==> src/rtl/cmp_pkg.sv <==
`default_nettype none
// ============================================================================
//  Module   : cmp_pkg
//  Purpose  : Shared types and constants for the serial magnitude comparator:
//             FSM state encoding, internal 2-bit result code, and a helper
//             for sizing the digit counter.
//  Revision : 1.0  initial release
// ============================================================================
package cmp_pkg;

    // Two-state controller: waiting for a request, or walking the digits.
    typedef enum logic {
        ST_IDLE = 1'b0,
        ST_CMP  = 1'b1
    } state_t;

    // Internal result code, decoded to LT/EQ/GT at the top level.
    localparam logic [1:0] RES_EQ = 2'b00;
    localparam logic [1:0] RES_LT = 2'b01;
    localparam logic [1:0] RES_GT = 2'b10;

    // Digit counter width: $clog2 of the digit count, never below one bit.
    function automatic int cnt_width(input int ndig);
        return (ndig > 1) ? $clog2(ndig) : 1;
    endfunction

endpackage : cmp_pkg
`default_nettype wire

==> src/rtl/serial_mag_comparator_digit_cmp.sv <==
`default_nettype none
// ============================================================================
//  Module   : digit_cmp
//  Purpose  : Combinational unsigned magnitude compare of one DIGIT-bit
//             digit pair. Optionally flips the digit MSB of both operands so
//             that the leading digit of a two's-complement value orders
//             correctly under an unsigned compare.
//  Revision : 1.0  initial release
// ============================================================================
module digit_cmp #(
    parameter int DIGIT = 4
) (
    input  logic [DIGIT-1:0] a_dig,
    input  logic [DIGIT-1:0] b_dig,
    input  logic             invert_msb,
    output logic             lt,
    output logic             gt
);

    localparam logic [DIGIT-1:0] C_MSB_ONE = DIGIT'(1) << (DIGIT - 1);

    logic [DIGIT-1:0] w_mask;
    logic [DIGIT-1:0] w_a;
    logic [DIGIT-1:0] w_b;

    // Bias the sign bit (if requested) and compare the digits as unsigned.
    always_comb begin
        w_mask = invert_msb ? C_MSB_ONE : '0;
        w_a    = a_dig ^ w_mask;
        w_b    = b_dig ^ w_mask;
        lt     = (w_a < w_b);
        gt     = (w_a > w_b);
    end

endmodule : digit_cmp
`default_nettype wire

==> src/rtl/serial_mag_comparator.sv <==
`default_nettype none
// ============================================================================
//  Module   : serial_mag_comparator
//  Purpose  : Digit-serial, MSB-first magnitude comparator with
//             start/busy/done handshake. Compares DIGIT bits per clock,
//             unsigned or two's-complement, and stops at the first
//             differing digit.
//  Revision : 1.0  initial release
// ============================================================================
module serial_mag_comparator
    import cmp_pkg::*;
#(
    parameter int WIDTH = 16,
    parameter int DIGIT = 4
) (
    input  logic             clk,
    input  logic             rst,
    input  logic             start,
    input  logic [WIDTH-1:0] A,
    input  logic [WIDTH-1:0] B,
    input  logic             signed_mode,
    output logic             busy,
    output logic             done,
    output logic             LT,
    output logic             EQ,
    output logic             GT
);

    localparam int              NDIG     = WIDTH / DIGIT;
    localparam int              CW       = cnt_width(NDIG);
    localparam logic [CW-1:0]   LAST_CNT = CW'(NDIG - 1);

    // Reject illegal geometries at elaboration time.
    if ((DIGIT < 1) || (DIGIT > WIDTH) || ((WIDTH % DIGIT) != 0)) begin : g_param_check
        $error("serial_mag_comparator: WIDTH must be a non-zero multiple of DIGIT");
    end

    state_t           state_q, state_d;
    logic [CW-1:0]    cnt_q,   cnt_d;
    logic [WIDTH-1:0] a_q,     a_d;
    logic [WIDTH-1:0] b_q,     b_d;
    logic             sm_q,    sm_d;
    logic             done_q,  done_d;
    logic [1:0]       res_q,   res_d;
    logic             vld_q,   vld_d;

    logic             w_lt;
    logic             w_gt;
    logic             w_invert;

    // The operand registers shift left one digit per equal compare, so the
    // digit under test always sits in the top DIGIT bits. Only the very
    // first digit carries the sign bit.
    assign w_invert = sm_q && (cnt_q == '0);

    digit_cmp #(
        .DIGIT (DIGIT)
    ) u_digit_cmp (
        .a_dig      (a_q[WIDTH-1 -: DIGIT]),
        .b_dig      (b_q[WIDTH-1 -: DIGIT]),
        .invert_msb (w_invert),
        .lt         (w_lt),
        .gt         (w_gt)
    );

    // State, counter, operand and result registers with synchronous reset.
    always_ff @(posedge clk) begin
        if (rst) begin
            state_q <= ST_IDLE;
            cnt_q   <= '0;
            a_q     <= '0;
            b_q     <= '0;
            sm_q    <= 1'b0;
            done_q  <= 1'b0;
            res_q   <= RES_EQ;
            vld_q   <= 1'b0;
        end else begin
            state_q <= state_d;
            cnt_q   <= cnt_d;
            a_q     <= a_d;
            b_q     <= b_d;
            sm_q    <= sm_d;
            done_q  <= done_d;
            res_q   <= res_d;
            vld_q   <= vld_d;
        end
    end

    // Next-state logic: accept in IDLE, one digit per edge in CMP.
    always_comb begin
        state_d = state_q;
        cnt_d   = cnt_q;
        a_d     = a_q;
        b_d     = b_q;
        sm_d    = sm_q;
        done_d  = 1'b0;
        res_d   = res_q;
        vld_d   = vld_q;

        case (state_q)
            ST_IDLE: begin
                if (start) begin
                    state_d = ST_CMP;
                    cnt_d   = '0;
                    a_d     = A;
                    b_d     = B;
                    sm_d    = signed_mode;
                    res_d   = RES_EQ;
                    vld_d   = 1'b0;
                end
            end
            ST_CMP: begin
                if (w_lt || w_gt) begin
                    state_d = ST_IDLE;
                    res_d   = w_lt ? RES_LT : RES_GT;
                    vld_d   = 1'b1;
                    done_d  = 1'b1;
                end else if (cnt_q == LAST_CNT) begin
                    state_d = ST_IDLE;
                    res_d   = RES_EQ;
                    vld_d   = 1'b1;
                    done_d  = 1'b1;
                end else begin
                    cnt_d   = cnt_q + CW'(1);
                    a_d     = a_q << DIGIT;
                    b_d     = b_q << DIGIT;
                end
            end
            default: begin
                state_d = ST_IDLE;
            end
        endcase
    end

    // The result code is only presented once a compare has completed.
    assign busy = (state_q == ST_CMP);
    assign done = done_q;
    assign LT   = vld_q && (res_q == RES_LT);
    assign EQ   = vld_q && (res_q == RES_EQ);
    assign GT   = vld_q && (res_q == RES_GT);

endmodule : serial_mag_comparator
`default_nettype wire

==> config.mk <==
export PLATFORM = sky130hd
export DESIGN_NAME = serial_mag_comparator
export DESIGN_NICKNAME = d
export VERILOG_FILES = /design/src/rtl/cmp_pkg.sv /design/src/rtl/serial_mag_comparator_digit_cmp.sv /design/src/rtl/serial_mag_comparator.sv
export SDC_FILE = /design/constraint.sdc
export NUM_CORES = 1
export LEC_CHECK = 0
export BUFFER_PORTS_ARGS = -buffer_cell sky130_fd_sc_hd__clkbuf_2
export CAP_MARGIN = 0
export CORE_MARGIN = 2
export CORE_UTILIZATION = 54
export DETAILED_ROUTE_END_ITERATION = 6
export GPL_TIMING_DRIVEN = 0
export PLACE_DENSITY = 0.79
export SLEW_MARGIN = 20
export SYNTH_ARGS = -nofsm -noshare
export SYNTH_HDL_FRONTEND = slang
export SYNTH_HIERARCHICAL = 1
export SYNTH_SLANG_ARGS = --single-unit
==> constraint.sdc <==
create_clock -name clk -period 3.8 [get_ports clk]
set_input_delay 0.19 -clock clk [delete_from_list [all_inputs] [get_ports clk]]
set_output_delay 0.19 -clock clk [all_outputs]
set_load 0.02 [all_outputs]
==> results of run 1 <==
[per-layer routing]
layer | up-vias | global-route usage
met2 | 39 | 0.382
li1 | 803 | -
met3 | 8 | 0.0660
met4 | 0 | 0.0984
met1 | 755 | 0.281
met5 | - | 0
[cell type report]
cell class,count,area share
Multi-Input combinational cell,133,0.460
Sequential cell,40,0.343
Buffer,15,0.0397
Inverter,5,0.00804
Timing Repair Buffer,39,0.0836
Clock inverter,2,0.00429
Clock buffer,6,0.0354
Tap cell,48,0.0257
[cells by family (layout without fill, tap and decap cells)]
group	after synthesis	after routing	share of synthesized area
AO/OA/AOI/OAI	45	45	0.210
XOR/XNOR	2	2	0.00882
adder cells (fa/ha/maj)	7	7	0.0441
buffers and inverters	20	67	0.0561
flip-flops	40	40	0.403
multiplexers	24	24	0.121
AND/OR/NAND/NOR	55	55	0.157
[worst min-delay path by stage]
stage / endpoint / slack (ps) / cells after the start
finish: a_q[1] / 110 / 2
global route: b_q[0] / 100 / 2
CTS: a_q[1] / 100 / 2
detailed placement: b_q[1] / 410 / 2
global placement: b_q[0] / 410 / 2
floorplan: a_q[0] / 320 / 1
[cell usage in the layout, fill, tap and decap left out, drive strengths merged]
cell type,count
ha,7
inv,5
nand2,10
buf,10
nor4b,1
a22o,8
a21oi,7
nor2,6
nor3b,2
a2bb2oi,1
or4b,1
xor2,1
o31ai,1
clkinv,2
or3b,1
nor3,26
mux2i,24
nor2b,4
o21bai,1
xnor2,1
o21ai,2
nand2b,1
clkbuf,50
dfxtp,40
and2,2
nand3,1
a211oi,25
[power breakdown]
group / switching [W] / leakage (nW) / total (W) / internal [W]
Clock: 0.000150 / 0.0510 / 0.000295 / 0.000145
Sequential: 0.0000401 / 0.330 / 0.000525 / 0.000484
Combinational: 0.000242 / 0.562 / 0.000427 / 0.000185
[stage by stage]
step,power (W),hold WS (ps),utilization
6_report,0.00125,107,0.647
5_1_grt,0.00131,98.4,0.647
4_1_cts,0.00126,97.5,0.647
3_5_place_dp,0.000959,414,0.621
3_3_place_gp,0.000940,407,0.621
2_1_floorplan,0.000855,323,-
[sequential cells by signal (all words and copies together) (netlist names)]
signal  count
a_q        16
b_q        16
busy        1
cnt_q       2
done        1
res_q       2
sm_q        1
vld_q       1
==> results.yml, run 1 <==
critical_path:
  cp-endpoint: "b_q[9]"
  startpoint: "cnt_q[0]"
  worstSetupPathType: "flop to flop"
  r2r-end: "b_q[9]"
  arrival_ps: 3300
  cpPeakStageDelay_ps: 630
  cp_cell_sequence: "inv_1 > ha_1 > and2_1 > xor2_1 > ha_1 > nand2_1 > o21bai_1 > and2_1 > nor4b_4 > buf_6 > nor3_1 > a211oi_2"
  cp_top_family: "simple AND/OR/NAND/NOR gates"
  path_depth: 12
  start_kind: "flop"
  worst-path-buf-inv: 2
  r2r_setup_slack_ps: 710
  required_ps: 4010
  timing.rr.start: "cnt_q[0]"
  crit_path_end_kind: "flop"
  r2r_cells: 12
  worstPathMaxFanout: 10
  slowest_stage: "nor4b_4"
drt:
  drt_iter0_markers: 108
  via_per_inst: 5.57
  antenna_left: 0
  m1WireLength_mm: 1.93
  met2_length_mm: 2.13
  wl_per_cell_um: 15.2
  drt-pass1-iter-count: 4
  totalWireLength_mm: 4.37
  drc: 0
  vias: 1605
  met3RoutedLength_um: 206
  highest_layer: "met4"
floorplanning:
  die_w_um: 64.6
  core_mm2: 0.00361
  rows: 22
  die_y_um: 64.6
  pin_count: 41
  die_area_mm2: 0.00418
  start_util: 0.551
place:
  dp_cells: 280
  place_area_mm2: 0.00224
  gp_congestion: 0.807
  post-dp-hpwl_mm: 3.22
  post-place-ws_ps: 742
  portBuffers: 39
hold_path:
  hp-class: "input pin to flop"
  holdCritStartpoint: "A[1]"
cts:
  cts-root-buf: "clkbuf_8"
  cts_buffers: 5
  cts_buffer_depth: 2
  cts_setup_buffers: 0
  clk_pin_slew_ps: 80
  cts_max_level: 2
  cts_tree: "built"
  ctsResizeCount: 0
  ctsHoldBuffers: 0
  clkLatencyLatePin_ps: 300
  cts.sinks: 40
timing:
  fin_skew_ps: 5.38
  maxSlewViolCount: 0
  setup_viol: 0
  fin_crit_sh: 0.812
  worstMarginPinSlew_ps: 781
  post-route-min-period_ps: 3090
  max_freq_mhz: 324
  fin_ws_ps: 715
  maxSlewHeadroom: 0.479
  hold_viol: 0
  setup_tns_ps: 0
  rsz0062_at_grt: "no"
power_and_ir_drop:
  ir_drop_mv: 0.352
  power.leakage_nw: 0.943
  power_density_mw_per_mm2: 534
yosys:
  synth_edf_count: 0
  ys_ff_latch: 40
  yosysTopAreaCell: "dfxtp_1"
  post-synth-top-count-cell: "dfxtp_1"
  netlist_top_cells_count: "40 x dfxtp_1, 25 x nor3_1, 24 x mux2i_1, 18 x a211oi_2, 9 x nand2_1"
  yosys_most_used_dff: "dfxtp_1"
  avgSynthCellArea_um2: 10.3
  synth_cell_types: 32
  synth_top_cell_area_share: 0.403
  yosysSeqAreaShare: 0.403
  async_reset_ff_frac: 0
  synth_area_leaders: "dfxtp_1 40%, mux2i_1 12%, a211oi_2 11%, nor3_1 6.3%, ha_1 4.4%"
  synth_area_mm2: 0.00199
  synthCells: 193
  yosysWarnings: 6
  syn_nets: 236
outcome:
  status: "finished clean"
final_layout:
  multi_input_area_mm2: 0.00107
  nets: 282
  final_cells: 288
  diodes: 0
  regArea_um2: 801
  final.fill_count: 309
  drive_above_1_share: 0.329
  fin_area_mm2: 0.00233
  synthToLayoutAreaGrowth_pct: 17.5
grt:
  grt_max_degree: 13
  grt_pass1_vias: 1585
  grt_usage: 0.231
  antenna_found_initial: 0
  grt_pass1_wl_mm: 7.29
  grt-ovfl-total: 0
run:
  max_cap_viol_count: 0
Note: power is estimated with default switching activity, not from simulation.
==> inputs of run 2 (changes only) <==
--- a/config.mk
+++ b/config.mk
@@ -8,10 +8,10 @@
 export BUFFER_PORTS_ARGS = -buffer_cell sky130_fd_sc_hd__clkbuf_2
 export CAP_MARGIN = 0
 export CORE_MARGIN = 2
-export CORE_UTILIZATION = 54
+export CORE_UTILIZATION = 49
 export DETAILED_ROUTE_END_ITERATION = 6
 export GPL_TIMING_DRIVEN = 0
-export PLACE_DENSITY = 0.79
+export PLACE_DENSITY = 0.75
 export SLEW_MARGIN = 20
 export SYNTH_ARGS = -nofsm -noshare
 export SYNTH_HDL_FRONTEND = slang
==> constraint.sdc (replaced) <==
create_clock -name clk -period 2.63 [get_ports clk]
set_input_delay 0.1315 -clock clk [delete_from_list [all_inputs] [get_ports clk]]
set_output_delay 0.1315 -clock clk [all_outputs]
set_load 0.02 [all_outputs]
==> run 2 against run 1 <==
  * The flow now finishes with violations (negative setup slack)
  * Non-clock buffer count rose by 21
  * Global-route usage decreased by 0.33 points
  * First-iteration DRC count is the same
  * Wire length rose by 24%
  * Utilization increased by 6.9 points
  * Die area grew 9.6%
  * Cell count grew 7.6%
  * Design area up 21%
  * Sequential power rose by 47%
  * Clock skew increased by 3.6 ps
==> results.yml, run 2 (synthesis gave the netlist of run 1 again) <==
drt:
  m1WireLength_mm: 2.24
  totalWireLength_mm: 5.42
  highest_layer: "met4"
  via_per_inst: 5.67
  met2_length_mm: 2.76
  drt-pass1-iter-count: 4
  met3RoutedLength_um: 298
  drc: 0
  vias: 1757
  antenna_left: 0
  drt_iter0_markers: 108
  wl_per_cell_um: 17.5
cts:
  clk_pin_slew_ps: 80
  cts_buffers: 5
  clkLatencyLatePin_ps: 300
  cts_tree: "built"
  ctsHoldBuffers: 0
  cts_max_level: 2
  cts_buffer_depth: 2
  cts-root-buf: "clkbuf_8"
  cts.sinks: 40
run:
  max_cap_viol_count: 0
floorplanning:
  die_y_um: 67.7
  pin_count: 41
  core_mm2: 0.00394
  rows: 23
  start_util: 0.504
  die_area_mm2: 0.00458
  die_w_um: 67.7
timing:
  maxSlewHeadroom: 0.533
  rsz0062_at_grt: "yes"
  hold_viol: 0
  fin_skew_ps: 9.01
  worstMarginPinSlew_ps: 700
  max_freq_mhz: 373
  maxSlewViolCount: 0
  setup_viol: 12
  post-route-min-period_ps: 2680
  fin_crit_sh: 1.02
  fin_ws_ps: -47.5
outcome:
  violations: "negative setup slack"
  status: "finished with violations"
place:
  post-dp-hpwl_mm: 3.01
  portBuffers: 39
  place_area_mm2: 0.00226
  gp_congestion: 0.772
critical_path:
  worst-path-buf-inv: 5
  cp_cell_sequence: "inv_2 > ha_4 > and2_4 > xor2_1 > ha_1 > nand2_2 > o21bai_4 > and2_4 > buf_6 > nor4b_4 > buf_6 > buf_6 > nor3_4 > buf_12 > a22o_1"
  worstPathMaxFanout: 8
  crit_path_end_kind: "flop"
  slowest_stage: "dfxtp_2"
  worstSetupPathType: "flop to flop"
  cp_top_family: "simple AND/OR/NAND/NOR gates"
  required_ps: 2810
  cpPeakStageDelay_ps: 350
  start_kind: "flop"
  arrival_ps: 2860
  cp_common_cell: "buf_6"
grt:
  grt_max_degree: 13
  grt_pass1_vias: 1625
  antenna_found_initial: 0
  grt_usage: 0.228
  grt-ovfl-total: 0
  grt_pass1_wl_mm: 7.69
final_layout:
  fin_area_mm2: 0.00282
  drive_above_1_share: 0.477
  nets: 303
  reg_top3: "a_q: 16 flops, b_q: 16 flops"
  final_common_cell: "clkbuf_2"
  diodes: 0
  synthToLayoutAreaGrowth_pct: 42.2
  final.fill_count: 264
  layout_common_cells: "39 x clkbuf_2, 38 x dfxtp_1, 24 x mux2i_1"
  final_util: 0.716
power_and_ir_drop:
  power.leakage_nw: 1.14
  power_density_mw_per_mm2: 844
  ir_drop_mv: 0.451
hold_path:
  hp-class: "input pin to flop"
run 2: changes by cell type in the layout (fill, tap and decap cells not counted), sizes merged:
cell	delta
buf	+20
bufinv	+2
clkinv	-2
run 2: layout make-up:
cell class,count,area (um^2),area share
tap,50,62.6,0.0222
buffer,14,103,0.0363
inverter,5,18.8,0.00665
sequential,40,806,0.285
clock inverter,2,60.1,0.0213
clock buffer,5,68.8,0.0244
multi-input combinational,133,1250,0.442
timing repair buffer,61,457,0.162
run 2: repair_timing:
action | 4_1_cts | 5_1_grt
endpoints found under the setup margin | 35 | 32
pin swaps | 7 | 24
endpoints found under the hold margin | 0 | 0
setup buffers | 9 | 11
cloned | 2 | 1
gates resized for setup | 25 | 25
run 2: report_power, final:
group          leakage, nW  internal [W]  switching [W]  total [W]
registers            0.332      0.000701      0.0000682   0.000770
clock network       0.0642      0.000374       0.000219   0.000592
logic                0.744      0.000537       0.000482    0.00102
run 2: worst reg2reg max path: stages (launching register included):
cell and delay (ps):
dfxtp_2 350, inv_2 50, ha_4 140, and2_4 140, xor2_1 160, ha_1 320
nand2_2 60, o21bai_4 180, and2_4 150, buf_6 120, nor4b_4 270, buf_6 170
buf_6 100, nor3_4 40, buf_12 150, a22o_1 180
run 2: worst paths after layout:
kind              startpoint  slack [ps]     end  cells after the start
hold reg to reg       b_q[3]         480  b_q[3]                      1
setup reg to reg    cnt_q[1]         -50  a_q[2]                     15
hold / removal          B[3]          50  b_q[3]                      2
setup / recovery    cnt_q[1]         -50  a_q[2]                     15
run 2: per-layer routing:
layer / track usage / vias up
li1: - / 846
met1: 0.292 / 848
met5: 0 / -
met4: 0.0740 / 0
met3: 0.0567 / 10
met2: 0.374 / 53
run 2: metrics by stage:
step                      instances  TNS, ps  hold slack (ps)  setup slack, ps  power, W
after detailed placement        282    -8850              353             -302   0.00138
after global placement          282    -8100              348             -279   0.00137
after floorplan                 193        0              264            0.848   0.00125
after CTS                       300        0             44.4             5.23   0.00216
after global routing            310    -2540             49.6             -129   0.00249
final                           310     -407             52.8            -47.5   0.00238
